### src/rtl/spi_pkg.sv
// -----------------------------------------------------------------------------
// spi_pkg
// Shared constants for the SPI target block: bus register offsets, CTRL and
// STATUS bit positions, and the two-state shift FSM encoding.
// No ports (package).
// -----------------------------------------------------------------------------
package spi_pkg;

   // Register map, selected by the 2-bit offset
   localparam logic [1:0] OFF_CTRL   = 2'd0;
   localparam logic [1:0] OFF_TXDATA = 2'd1;
   localparam logic [1:0] OFF_RXDATA = 2'd2;
   localparam logic [1:0] OFF_STATUS = 2'd3;

   // CTRL bits
   localparam int CTRL_EN_BIT = 0;
   localparam int CTRL_IE_BIT = 2;

   // STATUS bits
   localparam int ST_BUSY_BIT     = 0;
   localparam int ST_RX_VALID_BIT = 1;
   localparam int ST_OVERRUN_BIT  = 2;
   localparam int ST_TX_EMPTY_BIT = 3;

   // Shift FSM encoding
   localparam logic [0:0] ST_IDLE  = 1'b0;
   localparam logic [0:0] ST_SHIFT = 1'b1;

endpackage

### src/rtl/spi_sync_edge.sv
// -----------------------------------------------------------------------------
// spi_sync_edge
// Two-flop synchronizer for one asynchronous pin, plus single-cycle rise and
// fall pulses derived from the synchronized value.
// Ports:
//   clk, rst_n   system clock, asynchronous active-low reset
//   async_i      raw pin
//   sync_o       synchronized pin (2 flops of latency)
//   rise_o       1-cycle pulse on a synchronized 0->1 transition
//   fall_o       1-cycle pulse on a synchronized 1->0 transition
// Parameter RST_VAL is the idle level of the pin, loaded into every stage.
// -----------------------------------------------------------------------------
module spi_sync_edge #(
   parameter logic RST_VAL = 1'b0
) (
   input  logic clk,
   input  logic rst_n,
   input  logic async_i,
   output logic sync_o,
   output logic rise_o,
   output logic fall_o
);

   logic       meta_q;
   logic       sync_q;
   logic       hist_q;
   logic [1:0] prime_q;
   logic       primed;

   always_ff @(posedge clk or negedge rst_n) begin
      if (!rst_n) begin
         meta_q  <= RST_VAL;
         sync_q  <= RST_VAL;
         hist_q  <= RST_VAL;
         prime_q <= 2'd0;
      end else begin
         meta_q <= async_i;
         sync_q <= meta_q;
         hist_q <= sync_q;
         if (prime_q != 2'd3) prime_q <= prime_q + 2'd1;
      end
   end

   // Edges are suppressed until both sync_q and hist_q hold real pin samples.
   // Without this, a pin that sits at the non-idle level through reset would
   // look like a fresh edge once the reset value drains out of the pipeline.
   assign primed = (prime_q == 2'd3);
   assign sync_o = sync_q;
   assign rise_o = primed &  sync_q & ~hist_q;
   assign fall_o = primed & ~sync_q &  hist_q;

endmodule

### src/rtl/spi_slave_ip.sv
// -----------------------------------------------------------------------------
// spi_slave_ip
// Memory-mapped SPI target, mode 0 (CPOL=0, CPHA=0), 8-bit, MSB first.
// The SPI pins are synchronized into clk; a two-state FSM (IDLE/SHIFT,
// held in state_q) shifts mosi into RXDATA and the TXDATA byte out on miso.
// Optional feature macro: SPI_SLAVE_IRQ_EN adds the irq port and CTRL.IE.
// Ports:
//   clk, rst_n             system clock, asynchronous active-low reset
//   sel, w_en, r_en        bus select and strobes (strobes qualified by sel)
//   offset, wdata, rdata   0 CTRL, 1 TXDATA, 2 RXDATA, 3 STATUS; rdata is
//                          combinational and 0 when no read is strobed
//   sclk, mosi, cs_n       SPI pins from the external master
//   miso, miso_oe          SPI data to the master and its buffer enable
//   irq                    (SPI_SLAVE_IRQ_EN only) IE & (RX_VALID | OVERRUN)
// Bus handshake: a register access is a single cycle with sel & w_en or
// sel & r_en high; writes and read side effects land on the closing clk edge.
// -----------------------------------------------------------------------------
module spi_slave_ip
   import spi_pkg::*;
(
   input  logic        clk,
   input  logic        rst_n,
   input  logic        sel,
   input  logic        w_en,
   input  logic        r_en,
   input  logic [1:0]  offset,
   input  logic [31:0] wdata,
   output logic [31:0] rdata,
   input  logic        sclk,
   input  logic        mosi,
   input  logic        cs_n,
   output logic        miso,
`ifdef SPI_SLAVE_IRQ_EN
   output logic        irq,
`endif
   output logic        miso_oe
);

   logic sclk_sync_unused, sclk_rise, sclk_fall;
   logic cs_sync, cs_rise, cs_fall;
   logic mosi_meta_q, mosi_sync_q;
   logic wdata_unused;

   spi_sync_edge #(.RST_VAL(1'b0)) u_sclk_sync (
      .clk(clk), .rst_n(rst_n), .async_i(sclk),
      .sync_o(sclk_sync_unused), .rise_o(sclk_rise), .fall_o(sclk_fall)
   );

   spi_sync_edge #(.RST_VAL(1'b1)) u_cs_sync (
      .clk(clk), .rst_n(rst_n), .async_i(cs_n),
      .sync_o(cs_sync), .rise_o(cs_rise), .fall_o(cs_fall)
   );

   // mosi gets the same two flops, so it lines up with the sclk edge pulses.
   always_ff @(posedge clk or negedge rst_n) begin
      if (!rst_n) begin
         mosi_meta_q <= 1'b0;
         mosi_sync_q <= 1'b0;
      end else begin
         mosi_meta_q <= mosi;
         mosi_sync_q <= mosi_meta_q;
      end
   end

   assign wdata_unused = ^wdata[31:8];

   logic       en_q, en_d;
   logic [7:0] txdata_q, txdata_d;
   logic [7:0] rxdata_q, rxdata_d;
   logic       rx_valid_q, rx_valid_d;
   logic       overrun_q, overrun_d;
   logic       tx_empty_q, tx_empty_d;
   logic [0:0] state_q, state_d;
   logic [3:0] cnt_q, cnt_d;
   logic [7:0] shadow_q, shadow_d;
   logic [7:0] rx_shift_q, rx_shift_d;
   logic       miso_q, miso_d;
`ifdef SPI_SLAVE_IRQ_EN
   logic       ie_q, ie_d;
   logic       irq_q;
`endif

   logic       wr, rd, load;
   logic [7:0] tx_src;

   assign wr = sel & w_en;
   assign rd = sel & r_en;
   // A TXDATA write landing on the same edge as a shadow load feeds the shadow.
   assign tx_src = (wr && offset == OFF_TXDATA) ? wdata[7:0] : txdata_q;

   always_comb begin
      en_d       = en_q;
      txdata_d   = txdata_q;
      rxdata_d   = rxdata_q;
      rx_valid_d = rx_valid_q;
      overrun_d  = overrun_q;
      tx_empty_d = tx_empty_q;
      state_d    = state_q;
      cnt_d      = cnt_q;
      shadow_d   = shadow_q;
      rx_shift_d = rx_shift_q;
      miso_d     = miso_q;
      load       = 1'b0;
`ifdef SPI_SLAVE_IRQ_EN
      ie_d       = ie_q;
`endif

      // Bus side; SPI-side sets below come later so they win any collision.
      if (wr && offset == OFF_CTRL) begin
         en_d = wdata[CTRL_EN_BIT];
`ifdef SPI_SLAVE_IRQ_EN
         ie_d = wdata[CTRL_IE_BIT];
`endif
      end
      if (wr && offset == OFF_TXDATA) begin
         txdata_d   = wdata[7:0];
         tx_empty_d = 1'b0;
      end
      if (wr && offset == OFF_STATUS && wdata[ST_OVERRUN_BIT]) overrun_d = 1'b0;
      if (rd && offset == OFF_RXDATA) rx_valid_d = 1'b0;

      if (!en_q) begin
         state_d = ST_IDLE;
         cnt_d   = 4'd0;
         miso_d  = 1'b0;
      end else begin
         case (state_q)
            ST_IDLE: begin
               if (cs_fall) begin
                  state_d = ST_SHIFT;
                  cnt_d   = 4'd0;
                  load    = 1'b1;
               end
            end
            ST_SHIFT: begin
               if (cs_rise) begin
                  // Any partial byte is simply dropped.
                  state_d = ST_IDLE;
                  cnt_d   = 4'd0;
                  miso_d  = 1'b0;
               end else if (sclk_rise) begin
                  rx_shift_d = {rx_shift_q[6:0], mosi_sync_q};
                  cnt_d      = cnt_q + 4'd1;
                  if (cnt_q == 4'd7) begin
                     rxdata_d   = {rx_shift_q[6:0], mosi_sync_q};
                     rx_valid_d = 1'b1;
                     if (rx_valid_q) overrun_d = 1'b1;
                  end
               end else if (sclk_fall) begin
                  if (cnt_q == 4'd8) begin
                     // Byte boundary inside a burst: fetch the next byte.
                     cnt_d = 4'd0;
                     load  = 1'b1;
                  end else if (cnt_q != 4'd0) begin
                     shadow_d = {shadow_q[6:0], 1'b0};
                     miso_d   = shadow_q[6];
                  end
               end
            end
            default: state_d = ST_IDLE;
         endcase
      end

      if (load) begin
         shadow_d   = tx_src;
         tx_empty_d = 1'b1;
         miso_d     = tx_src[7];
      end
   end

   always_ff @(posedge clk or negedge rst_n) begin
      if (!rst_n) begin
         en_q       <= 1'b0;
         txdata_q   <= 8'h00;
         rxdata_q   <= 8'h00;
         rx_valid_q <= 1'b0;
         overrun_q  <= 1'b0;
         tx_empty_q <= 1'b1;
         state_q    <= ST_IDLE;
         cnt_q      <= 4'd0;
         shadow_q   <= 8'h00;
         rx_shift_q <= 8'h00;
         miso_q     <= 1'b0;
      end else begin
         en_q       <= en_d;
         txdata_q   <= txdata_d;
         rxdata_q   <= rxdata_d;
         rx_valid_q <= rx_valid_d;
         overrun_q  <= overrun_d;
         tx_empty_q <= tx_empty_d;
         state_q    <= state_d;
         cnt_q      <= cnt_d;
         shadow_q   <= shadow_d;
         rx_shift_q <= rx_shift_d;
         miso_q     <= miso_d;
      end
   end

`ifdef SPI_SLAVE_IRQ_EN
   always_ff @(posedge clk or negedge rst_n) begin
      if (!rst_n) begin
         ie_q  <= 1'b0;
         irq_q <= 1'b0;
      end else begin
         ie_q  <= ie_d;
         irq_q <= ie_q & (rx_valid_q | overrun_q);
      end
   end
   assign irq = irq_q;
`endif

   assign miso_oe = en_q & ~cs_sync;
   assign miso    = miso_q & miso_oe;

   always_comb begin
      rdata = 32'd0;
      if (rd) begin
         case (offset)
            OFF_CTRL: begin
               rdata[CTRL_EN_BIT] = en_q;
`ifdef SPI_SLAVE_IRQ_EN
               rdata[CTRL_IE_BIT] = ie_q;
`endif
            end
            OFF_TXDATA: rdata[7:0] = txdata_q;
            OFF_RXDATA: rdata[7:0] = rxdata_q;
            default: begin
               rdata[ST_BUSY_BIT]     = ~cs_sync;
               rdata[ST_RX_VALID_BIT] = rx_valid_q;
               rdata[ST_OVERRUN_BIT]  = overrun_q;
               rdata[ST_TX_EMPTY_BIT] = tx_empty_q;
            end
         endcase
      end
   end

endmodule

### config.mk
export PLATFORM = sky130hd
export DESIGN_NAME = spi_slave_ip
export DESIGN_NICKNAME = d
export VERILOG_FILES = /design/src/rtl/spi_pkg.sv /design/src/rtl/spi_sync_edge.sv /design/src/rtl/spi_slave_ip.sv
export SDC_FILE = /design/constraint.sdc
export NUM_CORES = 1
export LEC_CHECK = 0
export BUFFER_PORTS_ARGS = -buffer_cell sky130_fd_sc_hd__buf_2
export CELL_PAD_IN_SITES_DETAIL_PLACEMENT = 1
export CELL_PAD_IN_SITES_GLOBAL_PLACEMENT = 1
export CORE_UTILIZATION = 44
export CTS_BUF_LIST = sky130_fd_sc_hd__clkbuf_8
export CTS_CLUSTER_SIZE = 25
export DETAILED_ROUTE_END_ITERATION = 16
export GPL_ROUTABILITY_DRIVEN = 0
export GPL_TIMING_DRIVEN = 0
export PLACE_DENSITY_LB_ADDON = 0.1
export SLEW_MARGIN = 25
export SYNTH_ARGS = -nofsm -noshare
export SYNTH_HDL_FRONTEND = slang
export SYNTH_HIERARCHICAL = 1
export SYNTH_SLANG_ARGS = --single-unit
export TNS_END_PERCENT = 20
### constraint.sdc
create_clock -name clk -period 5.7 [get_ports clk]
set_input_delay 0.57 -clock clk [delete_from_list [all_inputs] [get_ports clk]]
set_output_delay 0.57 -clock clk [all_outputs]
set_load 0.02 [all_outputs]
Word-level counts from Yosys, hierarchy flattened

Index checks and enable logic that the tools add are counted.

Output and inout bits: 34
Bits of input ports: 42
Bits in registers: 52
Logic and storage cells: 132

Add/subtract/negate cells: 3
Reductions and logical operators: 17
Equal/unequal tests: 20
Bitwise operators: 18
Multiplexer cells: 53

Operators by type and width:

| operator            | count |
|---|---|
| $mux 7              | 8 |
| $mux 1              | 31 |
| $mux 4              | 6 |
| $mux 8              | 2 |
| $pmux 4 s2          | 2 |
| $and 1x1->1         | 12 |
| $reduce_and 5->1    | 2 |
| $reduce_bool 2->1   | 5 |
| $pmux 3 s3          | 1 |
| $eq 2x2->1 const B  | 4 |
| $ne 4x3->1 const B  | 2 |
| $reduce_and 7->1    | 1 |
| $ne 2x2->1 const B  | 3 |
| $not 1->1           | 6 |
| $logic_and 1x1->1   | 5 |
| $ne 5x4->1 const B  | 1 |
| $ne 5x5->1 const B  | 1 |
| $add 2x1->2 const B | 2 |
| $add 4x1->4 const B | 1 |
| $eq 4x3->1 const B  | 1 |
| $eq 4x4->1 const B  | 1 |
| $ne 2x1->1 const B  | 2 |
| $ne 4x2->1 const B  | 1 |
| $ne 4x4->1 const B  | 1 |
| other kinds (9)     | 10 |

Depth between registers and ports, before layout

Gate-level depths: netlist of the first run.

Depth in word-level cells: 10
Gate-level depth with buffers: 7
Mapped depth without buffers: 6

Cells and area by module

The synthesis of the first run kept the hierarchy.

Modules (own cells, without submodules):

| module                      | cells each | times used | area each (um^2) | seq. area each (um^2) |
|---|---|---|---|---|
| spi_slave_ip                | 221        | 1          | 2274.7           | 1052.3 |
| spi_sync_edge (u_cs_sync)   | 10         | 1          | 185.2            | 128.9 |
| spi_sync_edge (u_sclk_sync) | 10         | 1          | 181.4            | 125.1 |

Least setup slack after synthesis of the first run

Ideal clock, no wire load.

Path type: input to output
From: in offset[0]
To: out rdata[0]
Cell stages on the path: 6
Buffers on the path: 1
Data arrival time: 1.785 ns
Data required time: 5.130 ns
Slack: 3.345 ns
Cell sequence: inv_1 ha_1 clkbuf_1 a222oi_1 nor2b_1 a211oi_1

Word-level cells in the longest chain between the ends: 3
Elaborated cells between the ends (all ways): 5
Those cells by class: eq/ne (2); mux (2); reduce/logical (1)

RTL lines:

| item                                     | RTL line            | text |
|---|---|---|
| start: declaration                       | spi_slave_ip.sv:26  | `input logic [1:0] offset,` |
| $eq 2x2->1, or another cell as far along | spi_slave_ip.sv:218 | `case (offset)` |
| $pmux 1 s3 (*)                           | spi_slave_ip.sv:218 |  |
| $mux 8 (*)                               | spi_slave_ip.sv:217 | `if (rd) begin` |
| end: declaration                         | spi_slave_ip.sv:28  | `output logic [31:0] rdata,` |

Every way passes the cells marked *; elsewhere a longest branch is shown, timed or not.

Final worst setup path of the first run

Same ends and word-level chain as after synthesis.

==> results.cfg, run 1 <==
[place]
dp_hpwl_um = 4040
dp_slack_ns = 3.04
numPortBuffers = 27

[global_routing]
grt_pass1_wl_um = 9150
globalRoute.totalOverflow = 0
grt_pass1_vias = 1882
grt_max_degree = 53
track_usage_pct = 19.3
antenna_found_initial = 0

[clock_network]
cts_sinks = 52
cts_resized = 0
cts_hold_buffers = 0
cts_buffers = 5
clkLatencyLatePin_ns = 0.30
clockRootBuffer = clkbuf_8
cts_setup_buffers = 0
clk_path_buf_depth = 2
cts_tree = yes
htree_num_levels = 2
cts.clk_slew.worst_paths_ns = 0.09

[sta]
finalClockSkew_ns = 0.00600
finalSetupTns_ns = 0
drv_slew = 0
finalCritPeriodShare_pct = 46.9
fmaxAchievable_mhz = 374
worst-slew-pin-transition_ns = 0.665
rsz0062_at_grt = false
slew_headroom_pct = 55.7
setup_ws_ns = 3.03
finalSetupViolCount = 0
hold_violations = 0
finalCriticalPeriod_ns = 2.67

[finish]
syn_to_final_growth_pct = 16.7
drive_gt1_share_pct = 31.4
fin_nets = 349
fill_cells = 654
n_antenna_cell = 0
multi_input_area_sq_um = 1170
seqCellArea_sq_um = 1310

[setup_path]
startpoint = offset[0]
crit_type = primary input to primary output
rr_startpoint = u_cs_sync/prime_q[0]
endpoint_kind = primary output
worstPathArrival_ns = 2.10
setup.worst_path.start_class = primary input
cp.required_ns = 5.13
critPathMaxFanout = 9

[power]
p_clk_share_pct = 30.4
p_comb_share_pct = 19.6
power_frac_seq_pct = 50.0
leakage_nw = 1.60
p_int_mw = 0.652
swShare_pct = 28.0
power_density_nw_per_um2 = 294
vdd.ir_drop.worst_mv = 0.149
power.switching_mw = 0.253

[synthesis]
synth_edf_count = 0
yosys_warnings = 6
yosysUniqueCellTypes = 44
syn_inst = 241
async_flop_share_pct = 100
ys_seq_area_share_pct = 49.5
ys_top_cells_by_count = 48 x dfrtp_1, 34 x nand2_1, 25 x buf_4, 15 x mux2_2, 13 x nor2_1
synth_area_leader_cell = dfrtp_1
synthTopCellsByArea = dfrtp_1 45%, buf_4 7.1%, mux2_2 6.4%
netlist.area_leader.share_pct = 45.5
syn-cell-area_sq_um = 2640
synth_ff_type = dfrtp_1
synth_most_common_cell = dfrtp_1
syn-mean-instance-area_sq_um = 11.0
ys_ff_latch = 52

[run]
drv_cap = 0

[floorplan]
fp.coreArea_sq_um = 5640
rows = 27
die_area_sq_um = 6320
pin_count = 76
dieHeight_um = 79.5
start_util_pct = 46.8
die_w_um = 79.5

[detailed_routing]
ant_nets = 0
vias = 1853
dr.pass1.iters = 4
wl_per_cell_um = 14.8
drc = 0
viasPerCell = 4.99
wl_um = 5500
initialDrtViolationCount = 36

[min_path]
min_path_type = primary input to async pin

[status]
outcome = finished clean
## per-stage QoR
| stage | instance area (sq um) | utilization (%) | power, mW | instances | hold WS [ns] |
|---|---|---|---|---|---|
| after global placement | 2950 | 52.3 | 0.625 | 363 | 0.334 |
| after CTS | 3080 | 54.6 | 0.915 | 371 | 0.306 |
| after detailed placement | 2960 | 52.4 | 0.637 | 363 | 0.347 |
| after global routing | 3080 | 54.6 | 0.954 | 371 | 0.328 |
| after floorplan | 2730 | - | 0.580 | 264 | 0.274 |
| final | 3080 | 54.6 | 0.905 | 371 | 0.282 |
## layout by cell type (no fill, tap or decap), drive strengths merged, types with 2 or more instances in the layout
master / synthesis / routed
a211oi: 2 / 2
a21oi: 6 / 6
a22o: 2 / 2
a22oi: 7 / 7
and3: 2 / 2
and3b: 5 / 5
buf: 28 / 55
clkbuf: 4 / 11
conb: 1 / 24
dfrtp: 48 / 48
dfstp: 4 / 4
ha: 9 / 9
inv: 7 / 7
mux2: 18 / 18
mux2i: 8 / 8
nand2: 34 / 34
nand2b: 3 / 3
nand3: 4 / 4
nor2: 13 / 13
nor2b: 6 / 6
o21a: 2 / 2
o21ai: 11 / 11
o221ai: 2 / 2
o22ai: 2 / 2
xnor2: 2 / 2
## cell families after synthesis
logic type,share of synthesized area [%]
xor gates and xnor gates,0.663
AOI/OAI and AO/OA,10.4
other,0.142
DFF,49.5
muxes,11.1
buffers and inverters,9.62
and+or+nand+nor,14.4
adders and majority gates,4.26
## worst max-delay path: stages
cell,delay [ns]
buf_2,0.12
inv_1,0.09
ha_1,0.15
clkbuf_1,0.36
a222oi_1,0.18
nor2b_1,0.17
a211oi_1,0.24
buf_2,0.22
## area by class of cell
class	instances	share of cell area (%)
sequential	52	42.4
multi-input combinational	172	37.9
buffer	32	7.27
timing repair buffer	27	4.47
clock buffer	7	3.13
tap	72	2.92
clock inverter	1	0.974
inverter	8	0.974
## per-layer routing
layer / GRT usage, % / wire length (um) / share of wire [%]
met1: 24.6 / 2540 / 46
met3: 4.23 / 154 / 2.8
met2: 32.6 / 2760 / 50
met5: 0 / 0 / 0
met4: 5.45 / 51 / 0.93
## power by group through the flow
stage	sequential [mW]	clock [mW]	combinational (mW)
6_report	0.453	0.275	0.177
2_1_floorplan	0.448	0	0.132
5_1_grt	0.460	0.295	0.199
3_3_place_gp	0.456	0	0.168
4_1_cts	0.453	0.282	0.180
3_5_place_dp	0.459	0	0.178
## flip-flops by register name (all words and copies together) (netlist names), 2 cells and up
register and flops:
rxdata_q 8, shadow_q 7, u_sclk_sync/prime_q 2, txdata_q 8, cnt_q 4, u_cs_sync/prime_q 2, rx_shift_q 7
## worst paths after layout
check / endpoint / slack [ns] / cells after the start
worst max register to register: rxdata_q[6] / 3.55 / 7
max in group asynchronous: en_q / 4.96 / 1
worst max-delay path: rdata[0] / 3.03 / 8
min in group clk: u_cs_sync/meta_q / 0.36 / 1
worst min register to register: u_cs_sync/sync_o / 0.36 / 0
worst min-delay path: u_sclk_sync/sync_o / 0.28 / 1
Power figures use the tool's default switching activity.
==> run 2, diff against run 1 <==
--- a/config.mk
+++ b/config.mk
@@ -5,10 +5,11 @@
 export SDC_FILE = /design/constraint.sdc
 export NUM_CORES = 1
 export LEC_CHECK = 0
+export ABC_AREA = 1
 export BUFFER_PORTS_ARGS = -buffer_cell sky130_fd_sc_hd__buf_2
 export CELL_PAD_IN_SITES_DETAIL_PLACEMENT = 1
 export CELL_PAD_IN_SITES_GLOBAL_PLACEMENT = 1
-export CORE_UTILIZATION = 44
+export CORE_UTILIZATION = 40
 export CTS_BUF_LIST = sky130_fd_sc_hd__clkbuf_8
 export CTS_CLUSTER_SIZE = 25
 export DETAILED_ROUTE_END_ITERATION = 16
==> constraint.sdc (replaced) <==
create_clock -name clk -period 2.61 [get_ports clk]
set_input_delay 0.261 -clock clk [delete_from_list [all_inputs] [get_ports clk]]
set_output_delay 0.261 -clock clk [all_outputs]
set_load 0.02 [all_outputs]
==> run 2 against run 1 <==
Net effect: count of clock-buffer cells in the layout shrank 2; synthesized area grew 4.8%; non-clock buffer count is the same; die area grew 15%; first-iteration DRC count grew 94%; final cell count grew 25%; critical path depth is the same; combinational power grew 100%; synthesized cell count grew 36%; clock power grew 72%; total power grew 98%; core utilization shrank 5.8 points; critical endpoint is now overrun_q.
==> results.cfg, run 2 <==
[status]
outcome = finished clean

[finish]
fill_cells = 841
multi_input_area_sq_um = 1130
fin_nets = 436
seqCellArea_sq_um = 1310
n_antenna_cell = 0
drive_gt1_share_pct = 22.5
syn_to_final_growth_pct = 15.2
final_cells = 463
final_cell_mix = 91 x nand2_1, 49 x inv_1, 48 x dfrtp_1
final_common_cell = nand2_1
reg_top3 = rxdata_q: 8 flops, txdata_q: 8 flops
utilization_pct = 48.8

[setup_path]
endpoint_kind = register
setup.worst_path.start_class = register
worstPathArrival_ns = 2.35
crit_chain = ha_1, nand2_1, nor2_1, inv_1, nor3_4, nand4_4, buf_6, o21ai_2
crit_slowest_cell = nor3_4
max_stage_delay_ns = 0.41
crit_type = register to register
cp.required_ns = 2.84
critPathMaxFanout = 10

[synthesis]
synth_edf_count = 0
yosysUniqueCellTypes = 30
async_flop_share_pct = 100
netlist.area_leader.share_pct = 43.4
ys_top_cells_by_count = 91 x nand2_1, 49 x inv_1, 48 x dfrtp_1, 28 x o21ai_0, 25 x buf_4
yosys_warnings = 6
syn_inst = 327
ys_ff_latch = 52
synth_ff_type = dfrtp_1
synth_most_common_cell = nand2_1
ys_seq_area_share_pct = 47.2
syn-mean-instance-area_sq_um = 8.46
synth_area_leader_cell = dfrtp_1
syn-cell-area_sq_um = 2770
synthTopCellsByArea = dfrtp_1 43%, nand2_1 12%, buf_4 6.8%

[floorplan]
fp.coreArea_sq_um = 6530
rows = 29
die_w_um = 85.2
pin_count = 76
dieHeight_um = 85.2
die_area_sq_um = 7260
start_util_pct = 42.4

[place]
dp.cells = 454
dp_hpwl_um = 4680
numPortBuffers = 27

[sta]
hold_slack_ns = 0.0406
finalCriticalPeriod_ns = 2.12
finalClockSkew_ns = 0.00795
rsz0062_at_grt = false
finalSetupViolCount = 0
drv_slew = 0
fmaxAchievable_mhz = 472
hold_violations = 0
finalCritPeriodShare_pct = 81.2
worst-slew-pin-transition_ns = 0.659
finalSetupTns_ns = 0
slew_headroom_pct = 56.1

[detailed_routing]
drc = 0
initialDrtViolationCount = 70
vias = 2145
dr.pass1.iters = 4
ant_nets = 0
wl_um = 6140
wl_per_cell_um = 13.3
viasPerCell = 4.63

[clock_network]
cts_sinks = 52
cts_setup_buffers = 0
htree_num_levels = 2
clk_path_buf_depth = 2
cts_buffers = 5
cts.clk_slew.worst_paths_ns = 0.10
clockRootBuffer = clkbuf_8
clkLatencyLatePin_ns = 0.30
cts_tree = yes

[run]
drv_cap = 0

[power]
power_density_nw_per_um2 = 563
vdd.ir_drop.worst_mv = 0.249
leakage_nw = 1.74

[global_routing]
antenna_found_initial = 0
track_usage_pct = 18.4
grt_pass1_vias = 2152
grt_max_degree = 53
grt_pass1_wl_um = 10300
globalRoute.totalOverflow = 0

[min_path]
min_path_type = primary input to register
run 2: cell count changes after synthesis, sizes merged, moves of 7 or more:
cell	before	now
nand2	34	92
inv	7	50
o21ai	11	37
mux2	18	0
nand3	4	14
mux2i	8	0
a22oi	7	0
run 2: worst paths after layout:
kind,startpoint,cells past startpoint,slack (ns),endpoint
max,u_sclk_sync/prime_q[0],8,0.49,overrun_q
min,cs_n,1,0.04,u_cs_sync/meta_q
max reg2reg,u_sclk_sync/prime_q[0],8,0.49,overrun_q
min reg2reg,u_sclk_sync/meta_q,0,0.36,u_sclk_sync/sync_o
max in group asynchronous,rst_n,2,1.65,rx_shift_q[6]
min in group asynchronous,rst_n,2,0.51,state_q
run 2: cell type report:
| type | count | area share, % |
|---|---|---|
| buffer | 31 | 7.18 |
| multi-input combinational | 217 | 35.5 |
| clock inverter | 3 | 0.667 |
| clock buffer | 5 | 2.16 |
| inverter | 50 | 5.89 |
| sequential | 52 | 41.0 |
| timing repair buffer | 28 | 4.63 |
| tap | 77 | 3.02 |
run 2: cells by family after synthesis:
logic type               after synthesis  synth area share (%)
AO/OA/AOI/OAI                         54                  12.7
adder cells (fa/ha/maj)                9                  4.07
buffers and inverters                 81                  15.1
flip-flops                            52                  47.2
other                                  1                 0.135
AND/OR/NAND/NOR                      130                  20.8
run 2: power breakdown:
group | internal [mW] | switching, mW
registers | 0.905 | 0.0598
clock network | 0.191 | 0.283
logic | 0.137 | 0.219
total | 1.23 | 0.562
run 2: repair_timing:
item	in CTS	in global routing
gates resized for setup	0	0
hold buffers	1	0
hold endpoints to repair	1	0
run 2: stage by stage:
step	total power [mW]	setup slack (ns)	cell area, sq um
2_1_floorplan	1.23	0.907	2850
3_3_place_gp	1.32	0.594	3090
3_5_place_dp	1.34	0.505	3090
4_1_cts	1.82	0.473	3190
5_1_grt	1.90	0.289	3190
6_report	1.80	0.490	3190
run 2: critical path, delay by kind of cell (launching register included):
kind            cells  cell delay (ns)
fa+ha+maj           1             0.26
simple gates        4             0.92
buf+inv             2             0.36
flops               1             0.39
compound gates      1             0.11
run 2: per-layer routing:
| layer | up-vias | routed length [um] | track usage [%] |
|---|---|---|---|
| met4 | 0 | 36 | 4.62 |
| met5 | - | 0 | 0 |
| met3 | 2 | 173 | 3.21 |
| met1 | 1025 | 3030 | 24.6 |
| li1 | 1083 | - | - |
| met2 | 35 | 2910 | 30.9 |
